<file path="config.mk">
export PLATFORM = sky130hd
export DESIGN_NAME = fifo_prog_flat
export DESIGN_NICKNAME = d
export VERILOG_FILES = /design/src/rtl/fifo_prog_if.sv /design/src/rtl/fifo_prog.sv /design/src/flat_wrapper.sv
export SDC_FILE = /design/constraint.sdc
export NUM_CORES = 1
export LEC_CHECK = 0
export ABC_CLOCK_PERIOD_IN_PS = 6210
export BUFFER_PORTS_ARGS = -buffer_cell sky130_fd_sc_hd__buf_4
export CAP_MARGIN = 20
export CORE_AREA = 2 2 119 144
export CTS_BUF_LIST = sky130_fd_sc_hd__clkbuf_4
export DETAILED_ROUTE_END_ITERATION = 8
export DIE_AREA = 0 0 121 146
export GPL_ROUTABILITY_DRIVEN = 0
export GPL_TIMING_DRIVEN = 0
export PLACE_DENSITY = 0.6
export SLEW_MARGIN = 20
export SYNTH_ARGS = -nofsm -noshare
export SYNTH_HDL_FRONTEND = slang
export SYNTH_SLANG_ARGS = --single-unit
</file>
<file path="constraint.sdc">
create_clock -name clk -period 6.21 [get_ports clk]
set_clock_uncertainty 0.2 [all_clocks]
set_input_delay 0.3105 -clock clk [delete_from_list [all_inputs] [get_ports clk]]
set_output_delay 0.3105 -clock clk [all_outputs]
set_load 0.02 [all_outputs]
</file>
<file path="src/rtl/fifo_prog_if.sv">
// Handshake/status bundle between a producer/consumer pair and fifo_prog.
// The master side drives requests and thresholds; the slave side is the FIFO.
interface fifo_prog_if #(
    parameter int DATA_WIDTH = 16,
    parameter int FIFO_DEPTH = 8,
    parameter int CNT_W      = $clog2(FIFO_DEPTH) + 1
);
    logic                  wr_en;
    logic                  rd_en;
    logic [DATA_WIDTH-1:0] data_in;
    logic [CNT_W-1:0]      af_thresh;
    logic [CNT_W-1:0]      ae_thresh;
    logic [DATA_WIDTH-1:0] data_out;
    logic                  wr_ack;
    logic                  overflow;
    logic                  underflow;
    logic                  full;
    logic                  empty;
    logic                  almostfull;
    logic                  almostempty;
    logic [CNT_W-1:0]      count;

    modport master (
        output wr_en, rd_en, data_in, af_thresh, ae_thresh,
        input  data_out, wr_ack, overflow, underflow, full, empty,
               almostfull, almostempty, count
    );

    modport slave (
        input  wr_en, rd_en, data_in, af_thresh, ae_thresh,
        output data_out, wr_ack, overflow, underflow, full, empty,
               almostfull, almostempty, count
    );
endinterface

</file>
<file path="src/rtl/fifo_prog.sv">
// Synchronous FIFO with programmable almost-full/almost-empty levels and registered error pulses.
// Define FIFO_FWFT_EN for first-word fall-through reads; otherwise data_out is a registered read.
module fifo_prog #(
    parameter int DATA_WIDTH = 16,
    parameter int FIFO_DEPTH = 8,
    parameter int CNT_W      = $clog2(FIFO_DEPTH) + 1
) (
    input logic        clk,
    input logic        rst,
    fifo_prog_if.slave bus
);
    localparam int PTR_W = $clog2(FIFO_DEPTH);
    localparam logic [CNT_W-1:0] DEPTH_C = CNT_W'(FIFO_DEPTH);
    localparam logic [CNT_W-1:0] CNT_ZERO = {CNT_W{1'b0}};
    localparam logic [CNT_W-1:0] CNT_ONE = {{(CNT_W-1){1'b0}}, 1'b1};
    localparam logic [PTR_W-1:0] PTR_ZERO = {PTR_W{1'b0}};
    localparam logic [PTR_W-1:0] PTR_ONE = {{(PTR_W-1){1'b0}}, 1'b1};

    logic [DATA_WIDTH-1:0] mem_q [FIFO_DEPTH];
    logic [PTR_W-1:0]      wr_ptr_q, wr_ptr_d;
    logic [PTR_W-1:0]      rd_ptr_q, rd_ptr_d;
    logic [CNT_W-1:0]      count_q, count_d;
    logic                  wr_ack_q, wr_ack_d;
    logic                  overflow_q, overflow_d;
    logic                  underflow_q, underflow_d;
    logic                  full_s, empty_s, wr_acc_s, rd_acc_s;
`ifndef FIFO_FWFT_EN
    logic [DATA_WIDTH-1:0] dout_q, dout_d;
`endif

    // Acceptance decisions and next-state for pointers, occupancy and pulse flags.
    always_comb begin
        full_s      = (count_q == DEPTH_C);
        empty_s     = (count_q == CNT_ZERO);
        wr_acc_s    = bus.wr_en & ~full_s;
        rd_acc_s    = bus.rd_en & ~empty_s;
        wr_ptr_d    = wr_acc_s ? (wr_ptr_q + PTR_ONE) : wr_ptr_q;
        rd_ptr_d    = rd_acc_s ? (rd_ptr_q + PTR_ONE) : rd_ptr_q;
        wr_ack_d    = wr_acc_s;
        overflow_d  = bus.wr_en & full_s;
        underflow_d = bus.rd_en & empty_s;
        case ({wr_acc_s, rd_acc_s})
            2'b10:   count_d = count_q + CNT_ONE;
            2'b01:   count_d = count_q - CNT_ONE;
            default: count_d = count_q;
        endcase
`ifndef FIFO_FWFT_EN
        // A rejected read leaves the last word on the output.
        dout_d = rd_acc_s ? mem_q[rd_ptr_q] : dout_q;
`endif
    end

    // Control state registers, cleared asynchronously.
    always_ff @(posedge clk or posedge rst) begin
        if (rst) begin
            wr_ptr_q    <= PTR_ZERO;
            rd_ptr_q    <= PTR_ZERO;
            count_q     <= CNT_ZERO;
            wr_ack_q    <= 1'b0;
            overflow_q  <= 1'b0;
            underflow_q <= 1'b0;
`ifndef FIFO_FWFT_EN
            dout_q      <= {DATA_WIDTH{1'b0}};
`endif
        end else begin
            wr_ptr_q    <= wr_ptr_d;
            rd_ptr_q    <= rd_ptr_d;
            count_q     <= count_d;
            wr_ack_q    <= wr_ack_d;
            overflow_q  <= overflow_d;
            underflow_q <= underflow_d;
`ifndef FIFO_FWFT_EN
            dout_q      <= dout_d;
`endif
        end
    end

    // Storage array; deliberately not reset so it maps onto plain RAM.
    always_ff @(posedge clk) begin
        if (wr_acc_s) begin
            mem_q[wr_ptr_q] <= bus.data_in;
        end else begin
            mem_q[wr_ptr_q] <= mem_q[wr_ptr_q];
        end
    end

    assign bus.full        = full_s;
    assign bus.empty       = empty_s;
    assign bus.almostfull  = (count_q >= bus.af_thresh);
    assign bus.almostempty = (count_q <= bus.ae_thresh);
    assign bus.count       = count_q;
    assign bus.wr_ack      = wr_ack_q;
    assign bus.overflow    = overflow_q;
    assign bus.underflow   = underflow_q;
`ifdef FIFO_FWFT_EN
    assign bus.data_out    = empty_s ? {DATA_WIDTH{1'b0}} : mem_q[rd_ptr_q];
`else
    assign bus.data_out    = dout_q;
`endif
endmodule

</file>
<file path="src/flat_wrapper.sv">
// flat-port wrapper written by rule: the top's interface ports become plain ports
module fifo_prog_flat 
#(
    parameter int DATA_WIDTH = 16,
    parameter int FIFO_DEPTH = 8,
    parameter int CNT_W      = $clog2(FIFO_DEPTH) + 1
)
  (clk, rst, bus_wr_en, bus_rd_en, bus_data_in, bus_af_thresh, bus_ae_thresh, bus_data_out, bus_wr_ack, bus_overflow, bus_underflow, bus_full, bus_empty, bus_almostfull, bus_almostempty, bus_count);
  fifo_prog_if #(.DATA_WIDTH(DATA_WIDTH), .FIFO_DEPTH(FIFO_DEPTH), .CNT_W(CNT_W)) bus_i ();
  input logic clk;
  input logic rst;
  input wire logic [$bits(bus_i.wr_en)-1:0] bus_wr_en;
  input wire logic [$bits(bus_i.rd_en)-1:0] bus_rd_en;
  input wire logic [$bits(bus_i.data_in)-1:0] bus_data_in;
  input wire logic [$bits(bus_i.af_thresh)-1:0] bus_af_thresh;
  input wire logic [$bits(bus_i.ae_thresh)-1:0] bus_ae_thresh;
  output wire logic [$bits(bus_i.data_out)-1:0] bus_data_out;
  output wire logic [$bits(bus_i.wr_ack)-1:0] bus_wr_ack;
  output wire logic [$bits(bus_i.overflow)-1:0] bus_overflow;
  output wire logic [$bits(bus_i.underflow)-1:0] bus_underflow;
  output wire logic [$bits(bus_i.full)-1:0] bus_full;
  output wire logic [$bits(bus_i.empty)-1:0] bus_empty;
  output wire logic [$bits(bus_i.almostfull)-1:0] bus_almostfull;
  output wire logic [$bits(bus_i.almostempty)-1:0] bus_almostempty;
  output wire logic [$bits(bus_i.count)-1:0] bus_count;
  assign bus_i.wr_en = bus_wr_en;
  assign bus_i.rd_en = bus_rd_en;
  assign bus_i.data_in = bus_data_in;
  assign bus_i.af_thresh = bus_af_thresh;
  assign bus_i.ae_thresh = bus_ae_thresh;
  assign bus_data_out = bus_i.data_out;
  assign bus_wr_ack = bus_i.wr_ack;
  assign bus_overflow = bus_i.overflow;
  assign bus_underflow = bus_i.underflow;
  assign bus_full = bus_i.full;
  assign bus_empty = bus_i.empty;
  assign bus_almostfull = bus_i.almostfull;
  assign bus_almostempty = bus_i.almostempty;
  assign bus_count = bus_i.count;
  fifo_prog #(.DATA_WIDTH(DATA_WIDTH), .FIFO_DEPTH(FIFO_DEPTH), .CNT_W(CNT_W)) u_core (.clk(clk), .rst(rst), .bus(bus_i));
endmodule
</file>
* Word-level counts from Yosys, hierarchy flattened
Memories as Yosys holds them, arrays and structs flattened. A register that Yosys moved wholly into a read port is not among the register bits.
Index checks and enable logic that the tools add are counted.
** Word-level totals
- Register bits :: 13
- Memory bits (writable) :: 128
- Input port bits :: 28
- Output and inout port bits :: 27
- Memories :: 1
** Operators by class
- $add $sub $neg :: 4
- Magnitude comparators :: 2
- Equality and inequality tests :: 4
- Multiplexer cells :: 5
- Bitwise logic cells :: 7
- Reduce and logical (&&, ||, !) cells :: 3
** Memories
- u_core.mem_q :: words 8, width 16, read ports 1, clocked after Yosys merged registers in 1, wr ports 1, RTL line fifo_prog.sv:19 : logic [DATA_WIDTH-1:0] mem_q [FIFO_DEPTH];
** Operator list (number)
- 16-bit 2-to-1 mux :: 1
- 4-bit one-hot mux with 2 select lines :: 1
- 3-bit by 1-bit adder with 3-bit output (second input constant) :: 2
- 4-bit by 1-bit adder with 4-bit output (second input constant) :: 1
- 1-bit bitwise AND :: 4
- 4-bit == test (second input constant) :: 1
- 4-bit greater-or-equal comparator :: 1
- 4-bit <= comparator :: 1
- 4-bit logical NOT :: 1
- 4-bit by 1-bit subtractor with 4-bit output (second input constant) :: 1
- 1-bit 2-to-1 mux :: 3
- 2-bit by 1-bit == test with 1-bit output (second input constant) :: 1
- 2-bit == test (second input constant) :: 1
- 1-bit NOT :: 2
- 2-bit AND reduction :: 1
- 2-bit nonzero test :: 1
- 0-bit inequality test :: 1
- 1-bit bitwise OR :: 1

* Depth between registers and ports, before layout
- Depth in word-level cells :: 6
- Depth in mapped cells :: 12
- Mapped depth without buffers :: 10

* Least setup slack after synthesis
Ideal clock, no wire load.
- Path kind :: register to register
- Start :: reg u_core.count_q[1], in the netlist u_core.bus.count[1]
- End :: mem u_core.mem_q[0][0], enable pin
- Setup time :: 0.409 ns
- Data arrival time :: 2.422 ns
- Data required time :: 5.601 ns
- Setup slack :: 3.178 ns
- Stages on the path, launching flop included :: 7
- Path buffers :: 1
- Clock period less this slack :: 3.032 ns
- Cells stage by stage :: dfrtp_1 buf_2 nor4b_2 nand2b_1 inv_2 nand2b_1 nor3_1
** On the way
- Longest elaborated chain between the ends :: 6
** RTL lines
- start: declaration :: RTL line fifo_prog.sv:22 : logic [CNT_W-1:0] count_q, count_d;
- start signal: assignment :: RTL line fifo_prog.sv:68 : count_q <= count_d;
- 4-bit == test * :: RTL line fifo_prog.sv:33 : full_s = (count_q == DEPTH_C);
- net bus_full :: RTL line flat_wrapper.sv:21 : output wire logic [$bits(bus_i.full)-1:0] bus_full;
- 1-bit NOT * :: RTL line fifo_prog.sv:35 : wr_acc_s = bus.wr_en & ~full_s;
- 1-bit bitwise AND * :: RTL line fifo_prog.sv:35
- net u_core.wr_acc_s :: RTL line fifo_prog.sv:26 : logic full_s, empty_s, wr_acc_s, rd_acc_s;
- 1-bit 2-to-1 mux (on tied branches) :: RTL line fifo_prog.sv:80, fifo_prog.sv:83
- 1-bit 2-to-1 mux (implied by the code) / 2-bit AND reduction (equally long branches)
- 1-bit bitwise OR (no line) *
- end: declaration :: RTL line fifo_prog.sv:19
Mark *: on every way through the listed nets, which the timed path passes. The rest lies on a longest branch.

* Final worst setup path
- Start :: reg u_core.count_q[0], in the netlist u_core.bus.count[0]
- End :: out bus_almostfull
** On the way
- Longest elaborated chain between the ends :: 1
** RTL lines
- 4-bit greater-or-equal comparator :: RTL line fifo_prog.sv:89 : assign bus.almostfull = (count_q >= bus.af_thresh);
- end: declaration :: RTL line flat_wrapper.sv:23 : output wire logic [$bits(bus_i.almostfull)-1:0] bus_almostfull;
Every way passes these cells.

==> reports/metrics.yaml <==
clock_latency_ns: 0.53
netlist_top_cells_area: "edfxtp_1, dfrtp_1, mux2_2"
io_pins: 55
drv_slew: 0
cts_resized: 0
synth_seq_cells: 157
setup_viol: 0
portBuffers: 54
drive_above_1_share_pct: 29.94
vias: 3599
antenna_found_initial: 0
post-dp-hpwl_um: 9039
syn_nets: 427
grt_pass1_vias: 3788
wl_per_cell_um: 18.79
power_frac_seq_pct: 42.1
synth_top_cell_by_area: "edfxtp_1"
cp.arrival_ns: 2.35
finalPower_mw: 3.511
yosysSeqAreaShare_pct: 71.68
tightest_slew_ns: 0.7279
p_clk_share_pct: 20.5
worst_setup_path_end_kind: "primary output"
ys_warn_count: 0
synth.top_cell.area_share_pct: 60.29
max_slew_margin_pct: 51.40
fp.dieArea_mm2: 0.01767
hold_class: "primary input to async pin"
start_util_pct: 39.49
multiInputGateArea_mm2: 0.001637
first_pass_iters: 6
drv_cap: 0
rows: 51
status: "finished, final reports clean"
yosysUniqueCellTypes: 33
critPathLaunchType: "flop"
max_freq_ghz: 0.3496
avgSynthCellArea_um2: 16.52
grt_max_degree: 30
final_nets: 529
fillers: 1362
chipWidth_um: 121
hold_buffers: 19
fin_crit_ns: 2.860
cts-buffers-inserted: 17
vias_per_cell: 5.048
vdd_drop_max_mv: 0.1582
power_switching_mw: 1.192
antenna_left: 0
cts_tree: "yes"
comb_power_share_pct: 37.5
grt_pass1_wl_um: 20890
postCtsSetupRepairBufs: 0
cts_root_buf: "clkbuf_4"
intPower_mw: 2.319
grt_setup_unrepaired: "false"
syn_to_final_growth_pct: 21.26
drt_iter0_drc: 191
cp.required_ns: 5.70
final_cell_mix: "edfxtp_1, buf_4, mux2i_1"
critPathKind: "flop to primary output"
die_h_um: 146
layout_commonest_cell: "edfxtp_1"
critPathMaxFanout: 7
sw_frac_of_total_pct: 33.95
cts.sinks: 157
tns_ns: 0
core_mm2: 0.01614
power_density_mw_per_mm2: 454.2
synthCells: 386
htreeDepth: 4
synth.cell_area_mm2: 0.006375
power_leakage_nw: 2.930
cts_buffer_depth: 2
drc: 0
hold_violations: 0
seq_area_mm2: 0.004569
overflow: 0
routed_wl_um: 13400
post-route-period-util_pct: 46.06
clk_pin_slew_ns: 0.13
antenna_cells: 0
grtUsageTotal_pct: 15.99
-- cell type report --
type,instances,area share [%]
sequential,157,59.11
multi-input combinational,201,21.17
timing repair buffer,83,9.259
tap,212,3.432
clock inverter,14,2.768
buffer,18,2.023
clock buffer,18,1.748
inverter,10,0.4856
-- sequential cells by signal, indices dropped and copies added, names as in the netlist --
name                  cells
u_core.bus.overflow       1
u_core.bus.wr_ack         1
u_core.wr_ptr_q           3
u_core.rd_ptr_q           3
u_core.bus.data_out      16
u_core.mem_q            128
u_core.bus.count          4
u_core.bus.underflow      1
-- per-stage QoR --
step | hold WS, ns | std cells | instance area, µm² | setup WS [ns] | utilization (%)
6_report | 0.2533 | 713 | 7730 | 3.350 | 47.88
3_5_place_dp | 0.2809 | 662 | 7191 | 3.430 | 44.54
5_1_grt | 0.2647 | 713 | 7730 | 3.157 | 47.88
2_1_floorplan | 0.1886 | 386 | 6375 | 3.178 | -
4_1_cts | 0.2572 | 713 | 7730 | 3.280 | 47.88
3_3_place_gp | 0.2753 | 652 | 7046 | 2.072 | 43.64
-- power groups by stage --
stage / registers [mW] / clock network [mW] / logic, mW
floorplan: 1.56 / 0 / 0.783
global placement: 1.49 / 0 / 1.24
detailed placement: 1.50 / 0 / 1.32
CTS: 1.48 / 0.739 / 1.34
global route: 1.50 / 0.781 / 1.42
finish: 1.48 / 0.719 / 1.32
-- worst paths after layout --
| path | start | end | slack (ns) | cells past startpoint |
|---|---|---|---|---|
| min in group clk | u_core.bus.data_out[6] | u_core.bus.data_out[6] | 0.31 | 2 |
| max in group asynchronous | rst | u_core.bus.data_out[4] | 5.08 | 3 |
| worst max register to register | u_core.bus.count[1] | u_core.bus.count[2] | 3.42 | 12 |
| worst min-delay path | rst | u_core.bus.count[3] | 0.25 | 3 |
| worst min register to register | u_core.bus.data_out[6] | u_core.bus.data_out[6] | 0.31 | 2 |
| worst max-delay path | u_core.bus.count[0] | bus_almostfull | 3.35 | 7 |
-- cells in the mapped netlist, drive strengths merged --
cell and count:
nand2 30, nor4b 1, ha 13, and2 2, nor2 9, a21oi 1
mux2 33, xnor2 5, buf 15, a32oi 1, inv 10, o22ai 17
nand4 1, a221o 16, o21ai 18, nor3 3, dfrtp 29, o21a 2
nor2b 2, edfxtp 128, a21o 3, xor2 3, nand2b 8, clkbuf 3
nor4 1, mux2i 32
-- kinds of logic after synthesis --
family,share of synthesized area [%]
AO/OA/AOI/OAI,6.398
XOR/XNOR,1.099
adder cells (fa/ha/maj),2.552
buffers and inverters,3.042
flip-flops,71.68
multiplexers,10.85
AND/OR/NAND/NOR,4.377
-- routing by layer --
| metal | GRT usage [%] | routed length, µm | vias up |
|---|---|---|---|
| met2 | 27.42 | 6885 | 98 |
| met4 | 4.535 | 221 | 0 |
| met3 | 3.997 | 555 | 17 |
| met1 | 19.94 | 5735 | 1803 |
| met5 | 0 | 0 | - |
| li1 | - | - | 1681 |
-- critical path, stage by stage, from the launching register on --
cell and delay [ns]:
dfrtp_1 0.55, inv_1 0.14, ha_1 0.30, nand2b_1 0.14, a21o_1 0.19, a21o_1 0.18
a21o_1 0.17, buf_4 0.15
(Power assumes the default switching activity.)
